===== src/rtl/booth_pkg.sv =====
// Shared definitions for the sequential radix-2 Booth multiplier:
// FSM states, operand mode encoding and step-counter sizing.
package booth_pkg;

    typedef enum logic [1:0] {
        IDLE = 2'd0,
        RUN  = 2'd1,
        DONE = 2'd2
    } state_t;

    localparam logic MODE_UNSIGNED = 1'b0;
    localparam logic MODE_SIGNED   = 1'b1;

    // Counter must hold WIDTH+1 (the number of Booth steps).
    function automatic int cnt_width(input int width);
        return $clog2(width + 2);
    endfunction

endpackage


===== src/rtl/booth_step.sv =====
// One radix-2 Booth iteration: conditional add/subtract of the multiplicand
// followed by an arithmetic right shift of {acc, q, q_1}.
module booth_step #(
    parameter int N = 9
) (
    input  logic [N-1:0] acc,
    input  logic [N-1:0] m,
    input  logic [N-1:0] q,
    input  logic         q_1,
    output logic [N-1:0] acc_next,
    output logic [N-1:0] q_next,
    output logic         q_1_next
);

    logic [N-1:0] sum_s;

    // Booth recoding on {q[0], q_1}, then the one-bit arithmetic shift.
    always_comb begin
        sum_s = acc;
        case ({q[0], q_1})
            2'b01:   sum_s = acc + m;
            2'b10:   sum_s = acc + ~m + N'(1);
            default: sum_s = acc;
        endcase
        acc_next = {sum_s[N-1], sum_s[N-1:1]};
        q_next   = {sum_s[0], q[N-1:1]};
        q_1_next = q[0];
    end

endmodule


===== src/rtl/booth_multiplier.sv =====
// Sequential radix-2 Booth multiplier: signed or unsigned WIDTH x WIDTH product,
// one step per clock, start/busy/done handshake with a held result register.
module booth_multiplier
    import booth_pkg::*;
#(
    parameter int WIDTH = 8
) (
    input  logic                 clk,
    input  logic                 rst_n,
    input  logic                 start,
    input  logic                 signed_mode,
    input  logic [WIDTH-1:0]     a,
    input  logic [WIDTH-1:0]     b,
    output logic                 busy,
    output logic                 done,
    output logic [2*WIDTH-1:0]   out
);

    localparam int XW = WIDTH + 1;
    localparam int CW = cnt_width(WIDTH);
    localparam logic [CW-1:0] CNT_LAST = CW'(WIDTH);

    state_t             state_r, state_next_s;
    logic [XW-1:0]      acc_r, acc_next_s;
    logic [XW-1:0]      m_r, m_next_s;
    logic [XW-1:0]      q_r, q_next_s;
    logic               q1_r, q1_next_s;
    logic [CW-1:0]      count_r, count_next_s;
    logic [2*WIDTH-1:0] out_r, out_next_s;
    logic               busy_r, done_r;

    logic [XW-1:0]      step_acc_s, step_q_s;
    logic               step_q1_s;
    logic [2*XW-1:0]    prod_s;
    logic               a_ext_s, b_ext_s;

    assign a_ext_s = (signed_mode == MODE_SIGNED) ? a[WIDTH-1] : 1'b0;
    assign b_ext_s = (signed_mode == MODE_SIGNED) ? b[WIDTH-1] : 1'b0;
    assign prod_s  = {step_acc_s, step_q_s};

    booth_step #(
        .N(XW)
    ) u_step (
        .acc      (acc_r),
        .m        (m_r),
        .q        (q_r),
        .q_1      (q1_r),
        .acc_next (step_acc_s),
        .q_next   (step_q_s),
        .q_1_next (step_q1_s)
    );

    // Next-state and datapath update; everything holds unless the state says otherwise.
    always_comb begin
        state_next_s = state_r;
        acc_next_s   = acc_r;
        m_next_s     = m_r;
        q_next_s     = q_r;
        q1_next_s    = q1_r;
        count_next_s = count_r;
        out_next_s   = out_r;
        case (state_r)
            IDLE, DONE: begin
                if (start) begin
                    m_next_s     = {a_ext_s, a};
                    q_next_s     = {b_ext_s, b};
                    acc_next_s   = {XW{1'b0}};
                    q1_next_s    = 1'b0;
                    count_next_s = {CW{1'b0}};
                    state_next_s = RUN;
                end else begin
                    state_next_s = IDLE;
                end
            end
            RUN: begin
                acc_next_s   = step_acc_s;
                q_next_s     = step_q_s;
                q1_next_s    = step_q1_s;
                count_next_s = count_r + CW'(1);
                // The last step's result goes straight into out on the same edge.
                if (count_r == CNT_LAST) begin
                    out_next_s   = prod_s[2*WIDTH-1:0];
                    state_next_s = DONE;
                end else begin
                    state_next_s = RUN;
                end
            end
            default: begin
                state_next_s = IDLE;
            end
        endcase
    end

    // State, datapath and output registers with asynchronous abort.
    always_ff @(posedge clk or negedge rst_n) begin
        if (!rst_n) begin
            state_r <= IDLE;
            acc_r   <= {XW{1'b0}};
            m_r     <= {XW{1'b0}};
            q_r     <= {XW{1'b0}};
            q1_r    <= 1'b0;
            count_r <= {CW{1'b0}};
            out_r   <= {(2*WIDTH){1'b0}};
            busy_r  <= 1'b0;
            done_r  <= 1'b0;
        end else begin
            state_r <= state_next_s;
            acc_r   <= acc_next_s;
            m_r     <= m_next_s;
            q_r     <= q_next_s;
            q1_r    <= q1_next_s;
            count_r <= count_next_s;
            out_r   <= out_next_s;
            busy_r  <= (state_next_s == RUN);
            done_r  <= (state_next_s == DONE);
        end
    end

    assign busy = busy_r;
    assign done = done_r;
    assign out  = out_r;

endmodule


===== config.mk =====
export PLATFORM = sky130hd
export DESIGN_NAME = booth_multiplier
export DESIGN_NICKNAME = d
export VERILOG_FILES = /design/src/rtl/booth_pkg.sv /design/src/rtl/booth_step.sv /design/src/rtl/booth_multiplier.sv
export SDC_FILE = /design/constraint.sdc
export NUM_CORES = 1
export LEC_CHECK = 0
export ABC_CLOCK_PERIOD_IN_PS = 2800
export BUFFER_PORTS_ARGS = -buffer_cell sky130_fd_sc_hd__buf_2
export CAP_MARGIN = 20
export CORE_UTILIZATION = 32
export DETAILED_ROUTE_END_ITERATION = 8
export GPL_ROUTABILITY_DRIVEN = 0
export PLACE_DENSITY = 0.6
export SLEW_MARGIN = 0
export SYNTH_ARGS = -nofsm -noshare
export SYNTH_HDL_FRONTEND = slang
export SYNTH_SLANG_ARGS = --single-unit

===== constraint.sdc =====
create_clock -name clk -period 2.8 [get_ports clk]
set_input_delay 0.28 -clock clk [delete_from_list [all_inputs] [get_ports clk]]
set_output_delay 0.28 -clock clk [all_outputs]
set_load 0.02 [all_outputs]

* After elaboration in Yosys (flattened, before gate mapping) *
Index checks and enable logic that the tools add are counted.

storage, ports and cells
  register bits = 52
  bits of input ports = 20

operators by class
  equal/unequal tests = 8
  $add $sub $neg = 4
  bitwise logic cells = 1
  mux-type cells = 14
  reduce and logical (&&, ||, !) cells = 6

operator list
  cell                                            count
  case mux 9 bit (2 select lines)                 3
  adder 9 bit                                     2
  2-to-1 mux 9 bit                                2
  adder 9 x 1 -> 9 bit (second input constant)    1
  inverter 9 bit                                  1
  case mux 4 bit (2 select lines)                 1
  == test 2 x 1 -> 1 bit (second input constant)  3
  == test 2 bit (second input constant)           3
  AND reduction 2 bit                             3
  adder 4 x 1 -> 4 bit (second input constant)    1
  == test 4 bit (second input constant)           1
  2-to-1 mux 1 bit                                4
  2-to-1 mux 4 bit                                1
  case mux 2 bit (2 select lines)                 1
  logical NOT 2 bit                               1
  2-to-1 mux 2 bit                                1
  inequality test 2 bit (second input constant)   1
  case mux 1 bit (2 select lines)                 1
  nonzero test 2 bit                              1
  OR reduction 2 bit                              1

* Depth between registers and ports, before layout *
  depth in word-level cells = 5
  gate-level depth with buffers = 10
  mapped depth without buffers = 10

* By module *
A second synthesis with hierarchy kept.

second synthesis, totals
  cells, all modules = 321
  area, all modules = 3249.4 µm²

by module, submodules not included
  module            area each (µm²)  times used  cells an instance  seq. area each (µm²)
  booth_multiplier  2063.2           1           154                1301.2
  booth_step        1186.1           1           167                0.0

* Least setup slack after synthesis *
Ideal clock, no wire load.

  path type = register to register
  from = register acc_r[0]
  to = register out_r[12], in the netlist out[12]
  buffers on the path = 0
  arrival = 1.848 ns
  setup slack = 0.828 ns
  stages on the path, launching flop included = 11
  data required time = 2.675 ns
  setup time = 0.125 ns
  cell sequence = dfrtp_1 -> inv_1 -> ha_1 -> inv_1 -> fa_1 -> a21oi_1 -> o21ba_1 -> o22ai_1 -> nor2_1 -> o31ai_1 -> mux2_2

between the ends
  longest elaborated chain between the ends = 3

RTL lines
  element                            line                     source
  from (decl)                        booth_multiplier.sv:24   logic [XW-1:0] acc_r, acc_next_s;
  from (signal assigned)             booth_multiplier.sv:98   acc_r <= {XW{1'b0}};
  from (signal assigned)             booth_multiplier.sv:108  acc_r <= acc_next_s;
  adder 9 bit                        booth_step.sv:22         2'b10: sum_s = acc + ~m + N'(1);
  adder 9 x 1 -> 9 bit               booth_step.sv:22
  case mux 9 bit (2 select lines) *  booth_step.sv:20         case ({q[0], q_1})
  to (signal assigned)               booth_multiplier.sv:103  out_r <= {(2*WIDTH){1'b0}};
  to (signal assigned)               booth_multiplier.sv:113  out_r <= out_next_s;
  to (decl)                          booth_multiplier.sv:29   logic [2*WIDTH-1:0] out_r, out_next_s;

Mark *: on every way between the ends. The rest lies on a longest branch, timed or not.
A chain may end at the register's enable or synchronous reset.

* Worst setup path in the final report *
  from = register acc_r[0]
  to = register acc_r[7]

between the ends
  longest elaborated chain between the ends = 4

RTL lines
  element                            line                    source
  adder 9 bit                        booth_step.sv:22
  adder 9 x 1 -> 9 bit               booth_step.sv:22
  case mux 9 bit (2 select lines) *  booth_step.sv:20
  case mux 9 bit (2 select lines) *  booth_multiplier.sv:62  case (state_r)

Marked as above.

==> flow_summary.toml <==
[synth]
yosys_warnings = 0
synth_cell_types = 52
netlist_area_mm2 = 0.00293
synthCells = 326
avgSynthCellArea_um2 = 9.00
synth-async-reset-ratio_pct = 100
ys.flop_type = "dfrtp_1"
synth_edf_count = 0
seq_area_frac_synth_pct = 43.5
synth-seq-cells = 51
synthesis.nets = 368

[sta]
period_minus_slack_ps = 2290
final.period_utilization_pct = 81.9
rsz0062_at_grt = "no"
setup_viol_count_final = 0
finalClockSkew_ps = 7.14
setup_ws_ps = 507
timing.final.max_slew_violations = 0
max_slew_margin_pct = 52.0
worst_slew_pin_slew_ps = 718
fin_tns_setup_ps = 0
hold_violations = 0
fmax_mhz = 436

[setup_path]
worstPathCellList = "ha_1, fa_1, nand2b_1, a211oi_2, nor4_1, o31ai_2, xor2_1, o221ai_1"
cp.arrival_ps = 2510
cp-start-kind = "flip-flop"
rr_worst_depth = 8
critPathSlowestCell = "dfrtp_1"
startpoint = "acc_r[0]$_DFFE_PN0P_"
path_depth = 8
cpLargestDelayFamily = "adder cells"
max_stage_delay_ps = 420
criticalPathCategory = "reg2reg"
critPathCaptureType = "flip-flop"
rr_startpoint = "acc_r[0]$_DFFE_PN0P_"
cp_num_buf_inv = 0
worstPathMaxFanout = 4
crit_end = "acc_r[7]$_DFFE_PN0P_"
reg2reg_to = "acc_r[7]$_DFFE_PN0P_"
reg2reg_slack_ps = 510
cp.required_ps = 3010

[placement]
dpl.hpwl_um = 5060
port_buffers = 37
dp_slack_ps = 522
placed_cells = 460
placed_cell_area_mm2 = 0.00323

[clocking]
hold_buffers = 1
clk_latency_ps = 300
cts_buffers = 5
cts.clk_slew.worst_paths_ps = 100
cts_buffer_depth = 2
htreeDepth = 2
cts_setup_buffers = 0
tritoncts = "built"
cts_resized = 0
cts.root.buffer_cell = "clkbuf_8"
clkSinkCount = 51

[worst_hold_path]
hold_path.class = "in2reg"

[power_and_ir_drop]
power_mw = 4.20
ir_worst_vdd_mv = 0.604
power.density_mw_per_mm2 = 1260
power.leakage_nw = 1.63

[finish]
nNetsFinal = 402
drive_gt1_share_pct = 17.5
seqCellArea_mm2 = 0.00128
diodes = 0
layout.cells.non_filler = 469
fin_area_mm2 = 0.00334
final_cell_mix = "73 x nand2_1, 51 x dfrtp_1, 37 x buf_2, 23 x inv_1, 20 x ha_1"
nFillCells = 877
final_common_cell = "nand2_1"
area_growth_pct = 13.7
multi_input_area_mm2 = 0.00149

[floorplanning]
fp-row-count = 34
dieArea_mm2 = 0.00955
die-width_um = 97.7
core_mm2 = 0.00881
floorplan.initialDensity_pct = 33.3
pin_count = 38
fp.dieH_um = 97.7

[detailed_routing]
wire_per_inst_um = 14.4
wl_met2_um = 3260
highest_layer = "met4"
drt-met1-wl_um = 3110
vias = 2424
drtPass1Iterations = 4
wl_um = 6770
vias_per_cell = 5.17
drt_iter0_drc = 140
wl_met3_um = 290
drcViolationCount = 0
final_antenna_net_count = 0

[grt]
grt_max_degree = 34
antenna_found_initial = 0
grt_pass1_wl_um = 11500
grt_pass1_vias = 2413
track_usage_pct = 14.8
grt-ovfl-total = 0

[job]
cap_viol_max_count = 0

[outcome]
status = "finished, final reports clean"
[tightest hold or removal path: cells and delay by family]
family,cells,cell delay (ps)
AO/OA/AOI/OAI,1,60
AND/OR/NAND/NOR,1,30
buffers and inverters,1,70
[cell usage after synthesis (all sizes together) (2+ instances only)]
master	instances	area, um2
xnor2	5	43.8
o21ai	26	134
dfrtp	51	1280
mux2	2	26.3
nand3	9	45.0
inv	25	93.8
clkbuf	9	33.8
nor2	13	48.8
nor3	4	20.0
o211ai	3	27.5
a22oi	9	67.6
nand2b	6	37.5
ha	20	250
a21oi	11	55.1
nand2	73	274
a2111oi	2	17.5
nor2b	4	25.0
fa	2	40.0
o2111ai	2	17.5
a22o	4	35.0
a32oi	2	17.5
o31ai	5	42.5
a221oi	3	26.3
nor4	3	18.8
a21o	2	15.0
buf	8	40.0
a211oi	5	52.6
[routing by layer]
| layer | GRT usage, % | up-vias |
|---|---|---|
| met4 | 4.78 | 0 |
| met5 | 0 | - |
| met3 | 2.08 | 12 |
| met2 | 24.7 | 61 |
| li1 | - | 1192 |
| met1 | 19.8 | 1159 |
[through the flow]
stage | hold WS (ps) | util (%)
2_1_floorplan | -15.6 | -
3_3_place_gp | 242 | 36.6
3_5_place_dp | 243 | 36.6
4_1_cts | 175 | 37.9
5_1_grt | 180 | 37.9
6_report | 177 | 37.9
[state kept, by name, summed over array words and instances, names as in the netlist, 2 cells and up]
register  flops
acc_r         8
count_r       4
m_r           9
out          16
q_r           9
state_r       2
[where the power goes]
part           internal [mW]  leakage (nW)  switching, mW
Sequential              1.06         0.644          0.235
Combinational          0.952         0.939           1.51
Clock                  0.202        0.0474          0.252
Total                   2.21          1.63           1.99
[cell families after synthesis]
| kind of cell | Yosys count | share of synthesized area, % |
|---|---|---|
| XOR/XNOR | 6 | 1.79 |
| flip-flops | 51 | 43.5 |
| multiplexers | 3 | 1.24 |
| buffers and inverters | 42 | 5.72 |
| adder cells (fa/ha/maj) | 22 | 9.90 |
| AND/OR/NAND/NOR | 118 | 17.4 |
| AO/OA/AOI/OAI | 84 | 20.4 |
[worst min path at each step]
stage,startpoint,to,slack (ps),depth (start not counted)
2_1_floorplan,rst_n,acc_r[0]$_DFFE_PN0P_,-20,0
3_3_place_gp,rst_n,done$_DFF_PN0_,240,1
3_5_place_dp,rst_n,out[3]$_DFFE_PN0P_,240,1
4_1_cts,a[2],m_r[2]$_DFFE_PN0P_,180,3
5_1_grt,a[2],m_r[2]$_DFFE_PN0P_,180,3
6_report,a[2],m_r[2]$_DFFE_PN0P_,180,3
[layout make-up]
class	instances	share of cell area (%)
Clock buffer	6	2.48
Multi-Input combinational cell	233	44.7
Inverter	25	2.81
Tap cell	108	4.05
Timing Repair Buffer	44	7.20
Clock inverter	2	0.488
Sequential cell	51	38.3
(Power assumes the default switching activity.)
